--- src/rtl/hl2_atu_pkg.sv ---
// Shared ATU constants: default clock rate, ms-tick defaults and counter
// widths, used by this filter and by the ATU sequencer.
package hl2_atu_pkg;

  localparam int unsigned CLK_HZ_DEF      = 76_800_000;
  localparam int unsigned DEBOUNCE_MS_DEF = 5;
  localparam int unsigned STUCK_MS_DEF    = 12_000;

  // Debounce counter holds up to 255 ticks, stuck counter up to 65535.
  localparam int unsigned DEB_CNT_W   = 8;
  localparam int unsigned STUCK_CNT_W = 16;

  function automatic int unsigned ticks_per_ms(input int unsigned clk_hz);
    return clk_hz / 1000;
  endfunction

endpackage

--- src/rtl/atu_status_filter_if.sv ---
// AH-4 status bundle: raw KEY input, fault clear, and the filtered status outputs.
interface atu_status_filter_if;

  logic atu_key_n;
  logic clear_fault;
  logic atu_status;
  logic status_rise;
  logic status_fall;
  logic stuck_fault;

  modport master (
    output atu_key_n, clear_fault,
    input  atu_status, status_rise, status_fall, stuck_fault
  );

  modport slave (
    input  atu_key_n, clear_fault,
    output atu_status, status_rise, status_fall, stuck_fault
  );

endinterface

--- src/rtl/atu_status_filter_ms_tick_gen.sv ---
// Free-running 1 ms prescaler: one-clock tick every CLK_HZ/1000 clocks,
// first tick CLK_HZ/1000 clocks after reset release.
module ms_tick_gen
  import hl2_atu_pkg::*;
#(
  parameter int unsigned CLK_HZ = CLK_HZ_DEF
) (
  input  logic clk,
  input  logic rst,
  output logic tick
);

  localparam int unsigned PERIOD = ticks_per_ms(CLK_HZ);
  localparam int unsigned CNT_W  = (PERIOD > 1) ? $clog2(PERIOD) : 1;
  localparam logic [CNT_W-1:0] LAST = CNT_W'(PERIOD - 1);

  logic [CNT_W-1:0] cnt;

  // Count 0..PERIOD-1 and register the tick on the wrap.
  always_ff @(posedge clk) begin
    if (rst) begin
      cnt  <= '0;
      tick <= 1'b0;
    end else begin
      tick <= (cnt == LAST);
      cnt  <= (cnt == LAST) ? '0 : cnt + 1'b1;
    end
  end

endmodule

--- src/rtl/atu_status_filter.sv ---
// AH-4 KEY debounce filter with edge pulses and stuck-tuning detection.
// Optional feature macro: ATU_STUCK_DETECT_EN (stuck counter, stuck_fault,
// clear_fault). When undefined, stuck_fault is tied low and clear_fault ignored.
module atu_status_filter
  import hl2_atu_pkg::*;
#(
  parameter int unsigned CLK_HZ      = CLK_HZ_DEF,
  parameter int unsigned DEBOUNCE_MS = DEBOUNCE_MS_DEF,
  parameter int unsigned STUCK_MS    = STUCK_MS_DEF
) (
  input  logic clk,
  input  logic rst,
  atu_status_filter_if.slave bus
);

  localparam logic [DEB_CNT_W-1:0] DEB_LAST = DEB_CNT_W'(DEBOUNCE_MS - 1);

  logic                 tick;
  logic                 sync1, sync2;
  logic                 key_s;
  logic [DEB_CNT_W-1:0] deb_cnt;
  logic                 status, rise, fall;
  logic                 fault;

  ms_tick_gen #(.CLK_HZ(CLK_HZ)) u_tick (
    .clk  (clk),
    .rst  (rst),
    .tick (tick)
  );

  // Two-flop synchronizer; the inversion makes 1 mean busy.
  always_ff @(posedge clk) begin
    if (rst) begin
      sync1 <= 1'b0;
      sync2 <= 1'b0;
    end else begin
      sync1 <= ~bus.atu_key_n;
      sync2 <= sync1;
    end
  end

  assign key_s = sync2;

  // Debounce: count ticks while the input disagrees, toggle after DEBOUNCE_MS.
  always_ff @(posedge clk) begin
    if (rst) begin
      deb_cnt <= '0;
      status  <= 1'b0;
      rise    <= 1'b0;
      fall    <= 1'b0;
    end else begin
      rise <= 1'b0;
      fall <= 1'b0;
      if (key_s == status) begin
        deb_cnt <= '0;
      end else if (tick) begin
        if (deb_cnt == DEB_LAST) begin
          status  <= ~status;
          deb_cnt <= '0;
          rise    <= ~status;
          fall    <= status;
        end else begin
          deb_cnt <= deb_cnt + 1'b1;
        end
      end
    end
  end

`ifdef ATU_STUCK_DETECT_EN
  localparam logic [STUCK_CNT_W-1:0] STUCK_LAST = STUCK_CNT_W'(STUCK_MS - 1);
  localparam logic [STUCK_CNT_W-1:0] STUCK_MAX  = STUCK_CNT_W'(STUCK_MS);

  logic [STUCK_CNT_W-1:0] stuck_cnt;
  logic                   stuck_set;

  // The set fires only on the tick that reaches STUCK_MS, so a saturated
  // counter cannot re-assert the fault after it has been cleared.
  always_comb begin
    stuck_set = status && tick && (stuck_cnt == STUCK_LAST);
  end

  // Busy-time counter (saturating) and sticky fault; set beats clear.
  always_ff @(posedge clk) begin
    if (rst) begin
      stuck_cnt <= '0;
      fault     <= 1'b0;
    end else begin
      if (!status || bus.clear_fault) begin
        stuck_cnt <= '0;
      end else if (tick && (stuck_cnt != STUCK_MAX)) begin
        stuck_cnt <= stuck_cnt + 1'b1;
      end
      if (stuck_set) begin
        fault <= 1'b1;
      end else if (bus.clear_fault) begin
        fault <= 1'b0;
      end
    end
  end
`else
  logic unused_clear_fault;
  assign unused_clear_fault = bus.clear_fault;
  assign fault = 1'b0;
`endif

  assign bus.atu_status  = status;
  assign bus.status_rise = rise;
  assign bus.status_fall = fall;
  assign bus.stuck_fault = fault;

endmodule

--- src/flat_wrapper.sv ---
// flat-port wrapper written by rule: the top's interface ports become plain ports
module atu_status_filter_flat import hl2_atu_pkg::*;
#(
  parameter int unsigned CLK_HZ      = CLK_HZ_DEF,
  parameter int unsigned DEBOUNCE_MS = DEBOUNCE_MS_DEF,
  parameter int unsigned STUCK_MS    = STUCK_MS_DEF
)
  (clk, rst, bus_atu_key_n, bus_clear_fault, bus_atu_status, bus_status_rise, bus_status_fall, bus_stuck_fault);
  atu_status_filter_if bus_i ();
  input  logic clk;
  input  logic rst;
  input wire logic [$bits(bus_i.atu_key_n)-1:0] bus_atu_key_n;
  input wire logic [$bits(bus_i.clear_fault)-1:0] bus_clear_fault;
  output wire logic [$bits(bus_i.atu_status)-1:0] bus_atu_status;
  output wire logic [$bits(bus_i.status_rise)-1:0] bus_status_rise;
  output wire logic [$bits(bus_i.status_fall)-1:0] bus_status_fall;
  output wire logic [$bits(bus_i.stuck_fault)-1:0] bus_stuck_fault;
  assign bus_i.atu_key_n = bus_atu_key_n;
  assign bus_i.clear_fault = bus_clear_fault;
  assign bus_atu_status = bus_i.atu_status;
  assign bus_status_rise = bus_i.status_rise;
  assign bus_status_fall = bus_i.status_fall;
  assign bus_stuck_fault = bus_i.stuck_fault;
  atu_status_filter #(.CLK_HZ(CLK_HZ), .DEBOUNCE_MS(DEBOUNCE_MS), .STUCK_MS(STUCK_MS)) u_core (.clk(clk), .rst(rst), .bus(bus_i));
endmodule
--- config.mk ---
export PLATFORM = sky130hd
export DESIGN_NAME = atu_status_filter_flat
export DESIGN_NICKNAME = d
export VERILOG_FILES = /design/src/rtl/hl2_atu_pkg.sv /design/src/rtl/atu_status_filter_if.sv /design/src/rtl/atu_status_filter_ms_tick_gen.sv /design/src/rtl/atu_status_filter.sv /design/src/flat_wrapper.sv
export SDC_FILE = /design/constraint.sdc
export NUM_CORES = 1
export LEC_CHECK = 0
export ABC_CLOCK_PERIOD_IN_PS = 3100
export BUFFER_PORTS_ARGS = -buffer_cell sky130_fd_sc_hd__buf_2
export CAP_MARGIN = 20
export CORE_MARGIN = 2
export CORE_UTILIZATION = 35
export DETAILED_ROUTE_END_ITERATION = 7
export GPL_TIMING_DRIVEN = 0
export SYNTH_ARGS = -nofsm -noshare
export SYNTH_HDL_FRONTEND = slang
export SYNTH_SLANG_ARGS = --single-unit
--- constraint.sdc ---
create_clock -name clk -period 3.1 [get_ports clk]
set_input_delay 0.62 -clock clk [delete_from_list [all_inputs] [get_ports clk]]
set_output_delay 0.62 -clock clk [all_outputs]
set_load 0.1 [all_outputs]
==> impl_metrics.csv <==
group,metric,value,unit
worst_setup_path,critPathKind,"reg2reg",
pwr,ir_drop,240,uV
cts,root_buffer,"clkbuf_8",
pwr,power.total,0.000842,W
finish,utilization,41.7,%
global_routing,first_global_vias,949,
cts,cts.sinks,31,
placed_design,port_buffers,5,
synth,synth_nets,151,
drt,postRouteAntennaNets,0,
timing,rsz0062_at_grt,"false",
timing,report.final.hold_viol_count,0,
synth,synth-seq-cells,31,
drt,drc,0,
drt,wl,2.30,mm
worst_setup_path,worstSetupEndpointType,"register",
timing,fin_tns_setup,0,ps
global_routing,grt_max_degree,11,
drt,drt_first_pass_iters,4,
finish,antenna_cells,0,
pwr,p_leak,0.501,nW
cts,postCtsSetupRepairBufs,0,
die,start_util,36.1,%
drt,num_vias,988,
timing,finalMaxSlewViolations,0,
finish,synthToLayoutAreaGrowth,15.6,%
run_status,status,"finished clean",
worst_hold_path,min_path_type,"reg2reg",
timing,max_freq,488,MHz
die,fp.dieArea,0.00423,sq mm
drt,drt-vias-per-instance,4.82,
die,pin_count,8,
cts,clockBufferDepth,2,
synth,syn-cell-area,0.00130,sq mm
cts,cts_htree_levels,2,
placed_design,dp_hpwl,1.68,mm
timing,setup_slack,1050,ps
cts,clock_latency,290,ps
die,die_x,65.0,um
die,die_y,65.0,um
finish,final_nets,163,
worst_setup_path,critPathLaunchType,"register",
cts,numCtsBuffers,5,
placed_design,gp_congestion,0.731,
timing,skew,8.22,ps
finish,drive_gt1_share,12.7,%
timing,setup_viol,0,
global_routing,antenna_found_initial,0,
worst_setup_path,crit_path_max_fanout,10,
cts,cts_hold_buf,0,
pwr,power.density,559,mW/mm^2
cts,clk_pin_slew,60,ps
synth,seq_area_frac_synth,47.6,%
drt,drtIter0Drc,54,
flow_run,maxCapViolations,0,
timing,fin_crit,2050,ps
worst_setup_path,crit_required,3270,ps
die,fp.coreArea,0.00361,sq mm
die,rows,22,
synth,netlist_instances,144,
timing,min_period_over_period,66.1,%
drt,wire_per_inst,11.2,um
cts,postCtsResizedCells,0,
global_routing,grt_usage,12.7,%
cts,cts_tree,"built",
global_routing,gr-total-overflow,0,
synth,yosys_warnings,0,
timing,hold_slack,449,ps
synth,ys_types,25,
placed_design,place_ws,1050,ps
global_routing,grt_pass1_wl,4.00,mm
worst_setup_path,crit_arrival,2220,ps
synth,synth.avg_cell_area,9.05,sq um
finish,fillers,360,
==> cells by family after synthesis <==
group | count (synthesis) | share of synthesized area (%)
DFF | 31 | 47.6
muxes | 3 | 2.31
buffers and inverters | 9 | 3.17
xor gates and xnor gates | 19 | 12.8
adders and majority gates | 3 | 2.88
AOI/OAI and AO/OA | 8 | 3.65
other | 1 | 0.288
and+or+nand+nor | 70 | 27.3
==> worst max-delay path, cell delays in order (launching register included) <==
cell and delay [ps]:
dfxtp_1 410, ha_1 250, nand4_2 160, or3_2 560, o21bai_2 280, buf_4 220
nor2_1 60
==> per-stage QoR <==
stage	cells	area, sq um
2_1_floorplan	144	1300
3_3_place_gp	197	1390
3_5_place_dp	197	1390
4_1_cts	205	1510
5_1_grt	205	1510
6_report	205	1510
==> per-layer routing <==
metal	up-vias	part of all wire, %	routed length, um	global-route usage (%)
met2	14	46	1060	20.2
met1	448	47	1080	14.2
met4	0	3.4	78	8.78
met5	-	0	0	0
met3	9	3.7	85	4.17
li1	517	-	-	-
==> sequential cells by signal (all words and copies together) (netlist names) <==
| name | count |
|---|---|
| u_core.u_tick.cnt | 17 |
| u_core.deb_cnt | 8 |
| u_core.bus.atu_status | 1 |
| u_core.bus.status_fall | 1 |
| u_core.bus.status_rise | 1 |
| u_core.key_s | 1 |
| u_core.sync1 | 1 |
| u_core.u_tick.tick | 1 |
==> layout make-up <==
type / count / area [sq um] / share of cell area, %
plain buffers: 4 / 22.5 / 1.50
clock buffers: 6 / 82.6 / 5.49
clock inverters: 2 / 35.0 / 2.33
inverters: 5 / 18.8 / 1.25
multi-input cells: 104 / 641 / 42.6
flip-flops and latches: 31 / 621 / 41.2
well taps: 48 / 60.1 / 3.99
repair buffers: 5 / 25.0 / 1.66
==> synthesized netlist by cell type (all sizes together) <==
library cell | instances | area (sq um)
nand4 | 10 | 68.8
or4 | 1 | 11.3
xnor2 | 12 | 105
o21ai | 3 | 15.0
a31oi | 1 | 6.26
nand2 | 8 | 30.0
nor2b | 2 | 12.5
buf | 2 | 15.0
nor3 | 4 | 20.0
inv | 5 | 18.8
nor4b | 2 | 17.5
ha | 3 | 37.5
nor4 | 6 | 37.5
or3 | 4 | 27.5
mux2i | 3 | 30.0
nor2 | 28 | 105
a21oi | 3 | 15.0
o21bai | 1 | 11.3
conb | 1 | 3.75
nand3 | 5 | 25.0
clkbuf | 2 | 7.51
xor2 | 7 | 61.3
dfxtp | 31 | 621
==> power breakdown <==
part	internal [W]	switching, W	total (W)	leakage [nW]
clock	0.000260	0.000151	0.000410	0.0612
combinational	0.00000772	0.0000152	0.0000229	0.189
sequential	0.000403	0.00000537	0.000408	0.251
==> worst paths after layout <==
check	endpoint	from	cells after the start	slack, ps
hold reg to reg	u_core.key_s	u_core.sync1	1	450
hold / removal	u_core.key_s	u_core.sync1	1	450
setup reg to reg	u_core.u_tick.cnt[5]	u_core.u_tick.cnt[0]	6	1050
setup / recovery	u_core.u_tick.cnt[5]	u_core.u_tick.cnt[0]	6	1050
==> cell usage in the layout, fill, tap and decap left out, drive strengths merged, types with 2 or more instances in the layout <==
master / Yosys / layout
nor4: 6 / 6
dfxtp: 31 / 31
nand2: 8 / 8
nor2: 28 / 28
or3: 4 / 4
nor4b: 2 / 2
nor3: 4 / 4
ha: 3 / 3
buf: 2 / 7
nand4: 10 / 10
o21ai: 3 / 3
xnor2: 12 / 12
clkbuf: 2 / 8
nand3: 5 / 5
inv: 5 / 5
xor2: 7 / 7
mux2i: 3 / 3
a21oi: 3 / 3
nor2b: 2 / 2
Power figures use the tool's default switching activity.
